`config.mk`:
```
export PLATFORM = sky130hd
export DESIGN_NAME = mem_read_ctrl
export DESIGN_NICKNAME = d
export VERILOG_FILES = /design/src/rtl/mem_read_ctrl.sv
export SDC_FILE = /design/constraint.sdc
export NUM_CORES = 1
export LEC_CHECK = 0
export CORE_MARGIN = 2
export CORE_UTILIZATION = 41
export CTS_CLUSTER_DIAMETER = 60
export DETAILED_ROUTE_END_ITERATION = 8
export PLACE_DENSITY = 0.84
export SYNTH_ARGS = -nofsm -noshare
export SYNTH_HDL_FRONTEND = slang
export SYNTH_SLANG_ARGS = --single-unit
```
`constraint.sdc`:
```
create_clock -name clk -period 3.4 [get_ports clk]
set_input_delay 0.51 -clock clk [delete_from_list [all_inputs] [get_ports clk]]
set_output_delay 0.51 -clock clk [all_outputs]
set_load 0.1 [all_outputs]
```
`src/rtl/mem_read_ctrl.sv`:
```
// Memory read controller: fetches one word per rd_start, waits for a variable-latency
// acknowledge, latches the data into mdr_q and reports done or timeout.
module mem_read_ctrl #(
  parameter int DATA_W  = 32,
  parameter int ADDR_W  = 9,
  parameter int TIMEOUT = 15
) (
  input  logic              clk,
  input  logic              clr,
  input  logic              rd_start,
  input  logic [31:0]       addr_in,
  output logic [ADDR_W-1:0] mem_addr,
  output logic              mem_rd,
  input  logic              mem_ack,
  input  logic [DATA_W-1:0] mem_data,
  output logic [DATA_W-1:0] mdr_q,
  output logic              busy,
  output logic              done,
  output logic              err
);

  typedef enum logic [1:0] {
    IDLE = 2'd0,
    WAIT = 2'd1,
    DONE = 2'd2,
    ERR  = 2'd3
  } state_t;

  // The last WAIT count before abort; TIMEOUT <= 255 keeps this below the 8-bit wrap point.
  localparam logic [7:0] CNT_LAST = 8'(TIMEOUT - 1);

  state_t     state_reg;
  logic [7:0] cnt_reg;

  // Upper CPU-bus address bits do not reach the 512-word RAM.
  logic unused_addr_bits;
  assign unused_addr_bits = ^addr_in[31:ADDR_W];

  assign busy = (state_reg != IDLE);

  always_ff @(posedge clk) begin
    if (clr) begin
      state_reg <= IDLE;
      mem_addr  <= '0;
      mem_rd    <= 1'b0;
      mdr_q     <= '0;
      done      <= 1'b0;
      err       <= 1'b0;
      cnt_reg   <= '0;
    end else begin
      case (state_reg)
        IDLE: begin
          if (rd_start) begin
            mem_addr  <= addr_in[ADDR_W-1:0];
            mem_rd    <= 1'b1;
            cnt_reg   <= '0;
            state_reg <= WAIT;
          end
        end
        WAIT: begin
          // An acknowledge on the final allowed edge still counts as success.
          if (mem_ack) begin
            mdr_q     <= mem_data;
            mem_rd    <= 1'b0;
            done      <= 1'b1;
            state_reg <= DONE;
          end else if (cnt_reg == CNT_LAST) begin
            mem_rd    <= 1'b0;
            err       <= 1'b1;
            state_reg <= ERR;
          end else begin
            cnt_reg <= cnt_reg + 8'd1;
          end
        end
        DONE: begin
          done      <= 1'b0;
          state_reg <= IDLE;
        end
        ERR: begin
          err       <= 1'b0;
          state_reg <= IDLE;
        end
        default: begin
          state_reg <= IDLE;
        end
      endcase
    end
  end

endmodule

```
# --- Word-level counts from Yosys, hierarchy flattened ---
# Index checks and enable logic that the tools add are counted.
totals:
  regBits: 54
  input_bits: 68
  word_cells: 48
op_classes:
  muxes: 17
  addsub: 1
  n_reduce_logical: 13
  n_eq_ne: 10
ops:
  columns: ["operator", "n"]
  rows:
  - ["$mux 8", 3]
  - ["$pmux 8 s2", 1]
  - ["$ne 2x2->1 const B", 5]
  - ["$add 8x1->8 const B", 1]
  - ["$eq 8x4->1 const B", 1]
  - ["$reduce_and 2->1", 4]
  - ["$reduce_bool 2->1", 4]
  - ["$mux 1", 6]
  - ["$mux 2", 3]
  - ["$pmux 1 s2", 3]
  - ["$pmux 2 s3", 1]
  - ["$reduce_and 3->1", 2]
  - ["$eq 2x2->1 const B", 2]
  - ["$reduce_and 4->1", 1]
  - ["$ne 3x3->1 const B", 1]
  - ["$eq 2x1->1 const B", 1]
  - ["$logic_not 2->1", 1]
  - ["$reduce_or 2->1", 1]

# --- Logic depth before layout (Yosys ltp) ---
depth:
  ltp_word: 4
  mapped_depth: 7
  depth_no_buf: 6

# --- Least setup slack after synthesis ---
# Ideal clock, no wire load.
synth_path:
  kind: "input-to-reg"
  startpoint: "input mem_ack"
  endpoint: "register cnt_reg[2]"
  setup_time_ns: 0.122
  arrival_ns: 1.525
  stages: 4
  required_ns: 3.278
  n_path_buf: 0
  slack_ns: 1.753
  cell_sequence: "or3b_1 > a21oi_1 > nor3_1 > a221o_1"
synth_via:
  elab_chain_len: 2
synth_rtl:
  columns: ["item", "line_no", "source"]
  rows:
  - ["start, declared", "14", "input logic mem_ack,"]
  - ["$ne 2x2->1 (no line)", null, null]
  - ["$reduce_and 4->1 (no line)", null, null]
  - ["end signal, assigned", "72", "cnt_reg <= cnt_reg + 8'd1;"]
  - ["end, declared", "33", "logic [7:0] cnt_reg;"]
# No other way between the ends.
# A chain may end at the register's enable or synchronous reset.

# --- Worst setup path in the final report ---
layout_path:
  startpoint: "register done"
  endpoint: "output done"
layout_lines:
  columns: ["item", "line_no", "source"]
  rows:
  - ["start, declared", "18", "output logic done,"]
  - ["start signal, assigned", "47", "done <= 1'b0;"]
  - ["start signal, assigned", "65", "done <= 1'b1;"]
  - ["start signal, assigned", "76", "done <= 1'b0;"]
# No word-level cell between the ends.

==> summary by stage <==
Status
The run finished with clean final reports.

Yosys
The number of different library cells in the post-synthesis netlist is 32. In this run the cell area of the synthesized design comes to 0.00206 mm2. Counting flops with a built-in enable in the synthesized netlist gives 0. The async set-reset flop share out of synthesis is 0%. The most instantiated flip-flop cell in the synthesis netlist is sky130_fd_sc_hd__dfxtp_1. The Yosys step of the flow raised 0 warnings. The synthesized design contains 54 register bits. The post-synthesis area per instance is 8.00 um2. In the post-synthesis netlist, the cell with the most instances is sky130_fd_sc_hd__nand2_1.

By count the netlist is led by 86 x sky130_fd_sc_hd__nand2_1, 54 x sky130_fd_sc_hd__dfxtp_1, 49 x sky130_fd_sc_hd__a21oi_1. Of all cell types, the one taking the most synthesized area is sky130_fd_sc_hd__dfxtp_1. Synthesis produced 258 cells. The share of the synthesized area in the top cell type is about 52%. The post-synth net total is ~330. Sorting the synthesized cells by area gives the leading types as sky130_fd_sc_hd__dfxtp_1 52%, sky130_fd_sc_hd__nand2_1 16%, sky130_fd_sc_hd__a21oi_1 12%. Sequential cells were found to cover 52.4% of the synthesized design area.

Clock network
The count of H-tree levels built during CTS is 2. Once the clock tree was built, the setup fixing pass inserted 0 buffers. The TritonCTS clock tree is done. Clock tree synthesis found a total of 54 sinks.

The number of buffers added to fix hold violations after cts is 0. The number of clock buffers inserted by TritonCTS is 5. The post-cts sizing count is 0.

The clock passes through at most 2 buffers. The clock-pin transition on the worst setup and hold timing paths is approximately 0.09 ns. The later pin in the worst-skew pair is clocked with a latency of around 0.30 ns.

The root buffer cell chosen for the clock tree is sky130_fd_sc_hd__clkbuf_8.

Detailed routing
The per-cell via count in the routed design is about 4.9. The number of nets still failing antenna checks after routing is 0. The total wirelength of the detailed-routed design is between 5 and 6 mm. The total number of vias is between 2k and 2.5k. The first detailed-routing pass took 4 iterations. After detailed routing, the number of remaining DRC violations is 0.

The number of DRC violations after detailed-routing iteration 0 is 138. After detailed routing, the average wire length per cell comes to 12.8 um.

Floorplan
The die is approximately 75 um tall. After floorplanning, the core was divided into 25 placement rows. The effective utilization at floorplan is 43.1%. The floorplan die area is 0.00562 mm2. The core outline area is ~0.0048 mm2. Measured along the x axis, the die boundary spans approximately 75 um.

The number of primary I/O pins is around 110.

Layout
Relative to the synthesized area, the layout overhead comes to 48.7%. The final layout net count is 410. The post-route netlist has under 10% of its cells at a drive strength greater than 1. The multi-input combinational cells in the finished layout cover a total of approximately 900 um2. The end-of-flow core utilization is between 60% and 70%. 0 antenna diodes ended up in the layout. The filler cell count in the final layout is a little over 400. Summing all flip-flop and latch instances after layout gives 0.00108 mm2.

The register with the most flip-flops in the layout has 32 of them.

Critical path
The startpoint class of the critical path is a flop. The slowest stage of the critical path belongs to the cell sky130_fd_sc_hd__clkdlybuf4s50_1. In this run the number of cells on the critical path is 1.

In this design, the largest share of critical-path delay is due to buffers and inverters. The delay contributed by the slowest stage of the critical path is ~1.2 ns. The sort of element at the end of the critical path is a primary output. The required time at the endpoint of the critical path is around 2.9 ns. Traced cell by cell, the critical path runs through clkdlybuf4s50_1. For the worst flop-to-flop path, the logic depth is 6. The setup path with the least slack is of type flop to primary output. For the worst setup path, the data arrival time is roughly 1.8 ns. The worst path buffer plus inverter count is 1.

The largest fanout of any net on the critical path is 3.

Power and ir drop
The completed layout was analyzed and its total power is between 1000 and 1500 uW. The power density over the cells is between 400 and 500 mW/mm2. The cell internal power dissipation is between 900 and 1000 uW. The share of total power in sequential cells is 48.7%. The switching part of the total is 32.8%. For this design the static power due to leakage is between 0.001 and 0.0015 uW. In this run the power spent charging and discharging nets is about 450 uW.

The share of total power in the clock network is roughly 26%. The combinational power share is around 26%. Across the VDD grid, the largest voltage drop is 311 uV.

Timing
The worst-margin pin slew is 1.03 ns. Setup repair after global routing left no endpoint under its margin. Static timing analysis puts the maximum clock frequency at ~430 MHz.

The worst path needs approximately 2.3 ns of the cycle, external delays included. The total count of max-transition violations in the final report is 0. In the post-route analysis, the smallest setup slack over all paths is about 1.1 ns. The number of failing hold endpoints at the final stage is 0. Adding up every negative setup slack in the final design gives 0 ns. Headroom to the max-slew limit came out at a little under a third. Between clock sinks in the finished design, the worst skew comes to 0.00661 ns. In the finished design, the share of the clock period the worst path needs comes to between 60% and 70%. The final-report setup violation count is 0.

Global routing
The number of global-route vias before repair came to roughly 1.9k. The largest net degree at the start of global routing is 50. The first global-routing pass estimated around 8.4 mm of wire. Global routing finished with a remaining overflow of 0. The number of antenna violations at the first check in global routing is 0. Across every metal layer, demand over resource in global routing totals between 10% and 20%.

Hold path
The worst hold path passes through 2 cells. The tightest min-delay check is of the flop to flop type.

Placement
The worst slack at placement is 0.995 ns. The count of buffers added on input and output ports is ~90. The detailed-placement wirelength estimate is between 3 and 4 mm.

The routability congestion estimate is between 0.7 and 0.8.

Job
Max-cap violations in this run came to 0.
[per-layer routing]
| metal | track usage (%) | part of all wire [%] |
|---|---|---|
| met1 | 22.7 | 43 |
| met2 | 32.2 | 49 |
| met3 | 6.69 | 6.4 |
| met4 | 5.75 | 1.2 |
| met5 | 0 | 0 |
[layout make-up]
class,count,share of cell area (%)
repair buffers,91,29.3
flip-flops and latches,54,35.2
clock inverters,1,0.163
inverters,3,0.367
multi-input cells,185,29.5
well taps,67,2.73
clock buffers,7,2.81
[power by group through the flow]
| stage | Sequential (uW) | Clock [uW] | Combinational, uW |
|---|---|---|---|
| 2_1_floorplan | 849 | 0 | 75.8 |
| 3_3_place_gp | 685 | 0 | 348 |
| 3_5_place_dp | 686 | 0 | 352 |
| 4_1_cts | 672 | 369 | 353 |
| 5_1_grt | 675 | 393 | 369 |
| 6_report | 672 | 356 | 351 |
[kinds of logic after synthesis]
| family | Yosys count | share of synthesized area, % |
|---|---|---|
| AOI/OAI and AO/OA | 62 | 16.5 |
| adders and majority gates | 2 | 1.21 |
| buffers and inverters | 19 | 3.82 |
| DFF | 54 | 52.4 |
| and+or+nand+nor | 121 | 26.1 |
[worst reg2reg max path, cell delays in order, from the launching register on]
cell                      delay (ns)
sky130_fd_sc_hd__dfxtp_1        0.41
sky130_fd_sc_hd__inv_1          0.08
sky130_fd_sc_hd__ha_1           0.19
sky130_fd_sc_hd__and3_1         0.21
sky130_fd_sc_hd__a21oi_1        0.33
sky130_fd_sc_hd__nor3_1         0.17
sky130_fd_sc_hd__a221o_1        0.38
[per-stage QoR]
stage | hold slack, ns | instance area [um2] | instances
final | 0.457 | 3070 | 408
after CTS | 0.458 | 3070 | 408
after global placement | 0.441 | 2980 | 400
after global routing | 0.477 | 3070 | 408
after floorplan | 0.486 | 2060 | 258
after detailed placement | 0.446 | 2980 | 400
[layout by cell type, fill, tap and decap left out, types with 4 or more instances in the layout]
master                            instances
sky130_fd_sc_hd__clkdlybuf4s50_1         87
sky130_fd_sc_hd__nand3_1                  6
sky130_fd_sc_hd__nor2b_1                  4
sky130_fd_sc_hd__and3_1                   4
sky130_fd_sc_hd__nand2_1                 86
sky130_fd_sc_hd__a21oi_1                 49
sky130_fd_sc_hd__clkbuf_8                 6
sky130_fd_sc_hd__dfxtp_1                 54
[final timing paths]
kind	start	slack, ns	end
setup reg to reg	cnt_reg[0]	1.51	cnt_reg[2]
hold reg to reg	mem_addr[6]	0.46	mem_addr[6]
setup / recovery	done	1.09	done
hold / removal	mem_addr[6]	0.46	mem_addr[6]
Note: power is estimated with default switching activity, not from simulation.
